$ cat config.mk
export PLATFORM = sky130hd
export DESIGN_NAME = regfile_wb_arbiter_flat
export DESIGN_NICKNAME = d
export VERILOG_FILES = /design/src/rtl/regfile_wb_arbiter_if.sv /design/src/rtl/regfile_wb_arbiter.sv /design/src/flat_wrapper.sv
export SDC_FILE = /design/constraint.sdc
export NUM_CORES = 1
export LEC_CHECK = 0
export CAP_MARGIN = 20
export CORE_MARGIN = 5
export CORE_UTILIZATION = 39
export CTS_CLUSTER_SIZE = 25
export DETAILED_ROUTE_END_ITERATION = 16
export PLACE_DENSITY = 0.81
export SLEW_MARGIN = 40
export SYNTH_ARGS = -nofsm -noshare
export SYNTH_HDL_FRONTEND = slang
export SYNTH_SLANG_ARGS = --single-unit
$ cat constraint.sdc
create_clock -name clk -period 3 [get_ports clk]
set_clock_uncertainty 0.05 [all_clocks]
set_input_delay 0.3 -clock clk [delete_from_list [all_inputs] [get_ports clk]]
set_output_delay 0.3 -clock clk [all_outputs]
set_load 0.01 [all_outputs]
$ cat src/rtl/regfile_wb_arbiter_if.sv
// Write-back bus between the execution units and the register-file write-back arbiter.
//   req_valid/req_adr/req_data : one result per requester (adr slice [5i+4:5i], data [32i+31:32i])
//   req_ready                  : one-hot accept, combinational
//   hold                       : blocks all grants this cycle
//   issue_valid/issue_adr      : destination register of an issuing instruction
//   wend/write_adr/write_data  : registered register-file write port
//   busy                       : per-register in-flight scoreboard
// master = requesters/issue side, slave = arbiter.
interface regfile_wb_arbiter_if #(
    parameter int unsigned NREQ = 3
);
    logic [NREQ-1:0]    req_valid;
    logic [NREQ*5-1:0]  req_adr;
    logic [NREQ*32-1:0] req_data;
    logic [NREQ-1:0]    req_ready;
    logic               hold;
    logic               issue_valid;
    logic [4:0]         issue_adr;
    logic               wend;
    logic [4:0]         write_adr;
    logic [31:0]        write_data;
    logic [31:0]        busy;

    modport master (
        output req_valid, req_adr, req_data, hold, issue_valid, issue_adr,
        input  req_ready, wend, write_adr, write_data, busy
    );

    modport slave (
        input  req_valid, req_adr, req_data, hold, issue_valid, issue_adr,
        output req_ready, wend, write_adr, write_data, busy
    );
endinterface

$ cat src/rtl/regfile_wb_arbiter.sv
// Round-robin write-back arbiter and busy scoreboard for the 32x32 register file.
// Ports:
//   clk   : clock
//   rst_n : asynchronous active-low reset
//   wb    : write-back bus (slave side), see regfile_wb_arbiter_if
// One requester is granted per cycle starting the search at r_rr_ptr; the winner is
// captured into a registered write slot that drives the register-file write port in
// the following cycle. busy[r] is set on issue and cleared on the committing write.
// NREQ must match the NREQ of the connected interface instance (2..8).
module regfile_wb_arbiter #(
    parameter int unsigned NREQ = 3
) (
    input logic                 clk,
    input logic                 rst_n,
    regfile_wb_arbiter_if.slave wb
);
    localparam int unsigned PW = $clog2(NREQ);

    logic [PW-1:0]   r_rr_ptr;
    logic            r_wend;
    logic [4:0]      r_write_adr;
    logic [31:0]     r_write_data;
    logic [31:0]     r_busy;

    logic            w_grant_vld;
    logic [PW-1:0]   w_grant_idx;
    logic [NREQ-1:0] w_ready;
    logic [4:0]      w_sel_adr;
    logic [31:0]     w_sel_data;
    logic [PW-1:0]   w_ptr_next;
    logic [31:0]     w_busy_d;

    // Rotating priority search; req_ready is forced low while in reset.
    always_comb begin
        int unsigned idx;
        w_grant_vld = 1'b0;
        w_grant_idx = '0;
        w_ready     = '0;
        idx         = 0;
        if (rst_n && !wb.hold) begin
            for (int unsigned k = 0; k < NREQ; k++) begin
                idx = (32'(r_rr_ptr) + k) % NREQ;
                if (!w_grant_vld && wb.req_valid[idx]) begin
                    w_grant_vld = 1'b1;
                    w_grant_idx = PW'(idx);
                end
            end
            if (w_grant_vld) begin
                w_ready[w_grant_idx] = 1'b1;
            end
        end
    end

    assign wb.req_ready = w_ready;

    always_comb begin
        w_sel_adr  = '0;
        w_sel_data = '0;
        for (int unsigned i = 0; i < NREQ; i++) begin
            if (PW'(i) == w_grant_idx) begin
                w_sel_adr  = wb.req_adr[5*i +: 5];
                w_sel_data = wb.req_data[32*i +: 32];
            end
        end
    end

    assign w_ptr_next = (w_grant_idx == PW'(NREQ - 1)) ? '0 : w_grant_idx + 1'b1;

    // Clear on commit first so that a same-edge issue to the same register wins.
    always_comb begin
        w_busy_d = r_busy;
        if (r_wend) begin
            w_busy_d[r_write_adr] = 1'b0;
        end
        if (wb.issue_valid && (wb.issue_adr != 5'd0)) begin
            w_busy_d[wb.issue_adr] = 1'b1;
        end
        w_busy_d[0] = 1'b0;
    end

    always_ff @(posedge clk or negedge rst_n) begin
        if (!rst_n) begin
            r_rr_ptr     <= '0;
            r_wend       <= 1'b0;
            r_write_adr  <= '0;
            r_write_data <= '0;
            r_busy       <= '0;
        end else begin
            r_busy <= w_busy_d;
            // A grant to x0 is accepted and loads the slot, but never writes.
            r_wend <= w_grant_vld && (w_sel_adr != 5'd0);
            if (w_grant_vld) begin
                r_rr_ptr     <= w_ptr_next;
                r_write_adr  <= w_sel_adr;
                r_write_data <= w_sel_data;
            end
        end
    end

    assign wb.wend       = r_wend;
    assign wb.write_adr  = r_write_adr;
    assign wb.write_data = r_write_data;
    assign wb.busy       = r_busy;
endmodule
$ cat src/flat_wrapper.sv
// flat-port wrapper written by rule: the top's interface ports become plain ports
module regfile_wb_arbiter_flat 
#(
    parameter int unsigned NREQ = 3
)
  (clk, rst_n, wb_req_valid, wb_req_adr, wb_req_data, wb_hold, wb_issue_valid, wb_issue_adr, wb_req_ready, wb_wend, wb_write_adr, wb_write_data, wb_busy);
  regfile_wb_arbiter_if #(.NREQ(NREQ)) wb_i ();
  input logic clk;
  input logic rst_n;
  input wire logic [$bits(wb_i.req_valid)-1:0] wb_req_valid;
  input wire logic [$bits(wb_i.req_adr)-1:0] wb_req_adr;
  input wire logic [$bits(wb_i.req_data)-1:0] wb_req_data;
  input wire logic [$bits(wb_i.hold)-1:0] wb_hold;
  input wire logic [$bits(wb_i.issue_valid)-1:0] wb_issue_valid;
  input wire logic [$bits(wb_i.issue_adr)-1:0] wb_issue_adr;
  output wire logic [$bits(wb_i.req_ready)-1:0] wb_req_ready;
  output wire logic [$bits(wb_i.wend)-1:0] wb_wend;
  output wire logic [$bits(wb_i.write_adr)-1:0] wb_write_adr;
  output wire logic [$bits(wb_i.write_data)-1:0] wb_write_data;
  output wire logic [$bits(wb_i.busy)-1:0] wb_busy;
  assign wb_i.req_valid = wb_req_valid;
  assign wb_i.req_adr = wb_req_adr;
  assign wb_i.req_data = wb_req_data;
  assign wb_i.hold = wb_hold;
  assign wb_i.issue_valid = wb_issue_valid;
  assign wb_i.issue_adr = wb_issue_adr;
  assign wb_req_ready = wb_i.req_ready;
  assign wb_wend = wb_i.wend;
  assign wb_write_adr = wb_i.write_adr;
  assign wb_write_data = wb_i.write_data;
  assign wb_busy = wb_i.busy;
  regfile_wb_arbiter #(.NREQ(NREQ)) u_core (.clk(clk), .rst_n(rst_n), .wb(wb_i));
endmodule
==> results of run 1 <==
-- state kept, by name, summed over array words and instances, names as in the netlist --
name,flops
u_core.wb.wend,1
u_core.r_rr_ptr,2
u_core.wb.write_adr,5
u_core.wb.busy,31
u_core.wb.write_data,32
-- area by class of cell --
class / instances / area, um2 / area share, %
clock buffers: 10 / 128 / 2.18
clock inverters: 6 / 68.8 / 1.18
inverters: 6 / 25.0 / 0.428
multi-input cells: 283 / 1690 / 28.9
flip-flops and latches: 71 / 1780 / 30.4
well taps: 111 / 139 / 2.38
repair buffers: 202 / 2010 / 34.5
-- where the power goes --
part           switching (mW)  leakage (nW)  internal [mW]  total (mW)
clock network           0.371        0.0968          0.389       0.760
logic                    1.11          1.40           1.31        2.41
registers               0.312         0.796           1.38        1.69
total                    1.79          2.29           3.08        4.87
-- placed cells by master, fill, tap and decap left out, drive strengths merged, types with 3 or more instances in the layout --
cell type,n
clkdlybuf4s50,193
o21ai,76
dfrtp,71
nand2,48
nor2,32
o22ai,30
o31ai,29
nand3b,14
clkbuf,10
buf,8
inv,7
or3b,5
and3,5
a221oi,5
nor2b,4
nand3,4
ha,4
o22a,3
mux2i,3
clkinv,3
-- per-layer routing --
layer / vias up / track usage [%]
met3: 14 / 8.08
met5: - / 0
met4: 0 / 7.03
met2: 205 / 35.7
met1: 1740 / 23.9
li1: 1785 / -
-- logic make-up (layout without fill, tap and decap cells) --
group | count (synthesis) | in the layout
AND/OR/NAND/NOR | 120 | 120
AO/OA/AOI/OAI | 155 | 155
buffers and inverters | 30 | 224
flip-flops | 71 | 71
multiplexers | 3 | 3
other | 1 | 1
adder cells (fa/ha/maj) | 4 | 4
-- worst max path at each step --
stage,depth (start not counted),endpoint,slack [ns]
3_5_place_dp,6,wb_req_ready[1],0.34
4_1_cts,7,wb_req_ready[2],0.06
3_3_place_gp,6,wb_req_ready[1],0.39
5_1_grt,8,wb_req_ready[0],-0.07
6_report,8,wb_req_ready[0],0.08
2_1_floorplan,10,u_core.wb.wend,0.83
-- worst min-delay path: stages (launching register included) --
cell,delay (ns)
dfrtp_1,0.35
nand2_1,0.05
o31ai_1,0.05
-- repair_timing --
| item | in CTS | in global routing |
|---|---|---|
| pin swaps | 0 | 2 |
| endpoints found under the hold margin | 25 | 0 |
| endpoints found under the setup margin | 1 | 3 |
| gates resized for setup | 2 | 10 |
| buffers inserted | 0 | 0 |
| hold buffers | 1 | 0 |
==> results.py, run 1 <==
metrics = {
    "drt": {
        "routed_wl_um": 12100,
        "m1WireLength_um": 4460,
        "top_layer": "met4",
        "drc": 0,
        "wl_met3_um": 1320,
        "drt_iter0_drc": 163,
        "dr.pass1.iters": 4,
        "post_drt_wl_per_cell_um": 17.6,
        "dr_wl_met2_um": 6160,
        "route.vias.total": 3744,
        "drtAntennaViolNets": 0,
        "vias_per_cell": 5.43,
    },
    "final_layout": {
        "drive_above_1_share_pct": 7.27,
        "n_antenna_cell": 0,
        "final_util_pct": 64.4,
        "layout.cells.non_filler": 689,
        "area_growth_pct": 63.7,
        "nFillCells": 761,
        "fin_area_um2": 5840,
        "finalNetCount": 700,
    },
    "setup_path": {
        "cp.arrival_ns": 2.57,
        "reg2reg_depth": 9,
        "rrSetupSlack_ns": 0.57,
        "required_ns": 2.65,
        "startpoint": "u_core.r_rr_ptr[1]",
        "startpoint_type": "flop",
        "crit_chain": "inv_1, ha_2, nor2b_1, o21ai_1, a21oi_1, o21ai_0, o211a_1, clkdlybuf4s50_1",
        "critical_path_class": "flop to output port",
        "max_stage_delay_ns": 0.54,
        "r2r-start": "u_core.r_rr_ptr[1]",
        "path_max_fanout": 6,
        "path_buf_inv": 2,
        "critical_path.reg2reg.endpoint": "u_core.wb.wend",
        "slowest_stage": "clkdlybuf4s50_1",
        "critPathCaptureType": "output port",
        "cp_top_family": "compound AO/OA/AOI/OAI gates",
    },
    "cts": {
        "clock_path_buffers": 2,
        "path_clk_slew_ns": 0.08,
        "clkSinkCount": 71,
        "cts_htree_levels": 3,
        "cts_tree": "yes",
        "cts_root_buf": "clkbuf_8",
        "numCtsBuffers": 9,
        "clock_latency_ns": 0.34,
    },
    "sta": {
        "fmax_ghz": 0.342,
        "worst_pin_slew_ns": 0.559,
        "finalSetupViolCount": 0,
        "rsz0062_at_grt": "yes",
        "finalCriticalPeriod_ns": 2.92,
        "setup_tns_ns": 0,
        "report.final.slew_viol_count": 0,
        "timing.final.ws_setup_ns": 0.0796,
        "hold_violations": 0,
        "period_share_pct": 97.3,
        "hold_ws_ns": 0.436,
        "timing.slew.headroom_pct": 62.7,
    },
    "place": {
        "dp_hpwl_um": 9380,
        "placed_area_um2": 5590,
        "dp.cells": 672,
        "io_buffer_count": 194,
        "gp_congestion": 0.841,
        "pre_cts_slack_ns": 0.337,
    },
    "global_routing": {
        "antenna_found_initial": 0,
        "overflow": 0,
        "grt_pass1_vias": 3775,
        "grt_max_degree": 61,
        "grtUsageTotal_pct": 20.9,
        "grt_first_pass_wirelength_um": 18800,
    },
    "min_path": {
        "hp-class": "flop to flop",
        "holdPathEnd": "u_core.wb.write_data[15]",
        "min_path_cells": 2,
        "min_from": "u_core.wb.write_data[15]",
    },
    "synthesis": {
        "synth_top_area_share_pct": 49.8,
        "synth_fa_ha_area_share_pct": 1.40,
        "ys_async_sr_fraction_pct": 100,
        "seq_area_frac_synth_pct": 49.8,
        "synth-compound-area-share_pct": 27.4,
        "syn_inst": 384,
        "syn_area_per_cell_um2": 9.30,
        "synth_ff_type": "dfrtp_1",
        "synth_top_family_by_area": "compound AO/OA/AOI/OAI gates",
        "synth_simple_gate_area_share_pct": 16.2,
        "synth_edf_count": 0,
        "ys_seq_elements": 71,
        "synth_warnings": 0,
        "yosys-top-cells-area": "dfrtp_1, o21ai_0, o31ai_1",
        "yosys.cell_count.top_type": "dfrtp_1",
        "synthMuxAreaShare_pct": 0.841,
        "synth_cell_types": 40,
        "syn_area_um2": 3570,
        "synthTopCellsByCount": "dfrtp_1, o21ai_0, nand2_1",
        "syn_nets": 511,
        "synth-xor-area-share_pct": 0,
        "synth_top_cell_by_area": "dfrtp_1",
    },
    "power": {
        "ir_drop_uv": 329,
        "cellLeakagePower_nw": 2.29,
        "powerDensity_nw_per_um2": 833,
        "finalPower_mw": 4.87,
    },
    "floorplanning": {
        "rows": 35,
        "coreArea_um2": 9060,
        "dieArea_um2": 11200,
        "io-pin-count": 196,
        "dieHeight_um": 106,
        "initial_core_util_pct": 39.4,
        "die_w_um": 106,
    },
    "job": {
        "drv_cap": 0,
    },
    "status": {
        "status": "finished clean",
    },
}
Note: power is estimated with default switching activity, not from simulation.
==> run 2: changes to the inputs <==
--- a/config.mk
+++ b/config.mk
@@ -11,7 +11,6 @@
 export CTS_CLUSTER_SIZE = 25
 export DETAILED_ROUTE_END_ITERATION = 16
 export PLACE_DENSITY = 0.81
-export SLEW_MARGIN = 40
 export SYNTH_ARGS = -nofsm -noshare
 export SYNTH_HDL_FRONTEND = slang
 export SYNTH_SLANG_ARGS = --single-unit
==> results of run 2 <==
No change in the layout: final DEF, timing and power equal those of run 1.
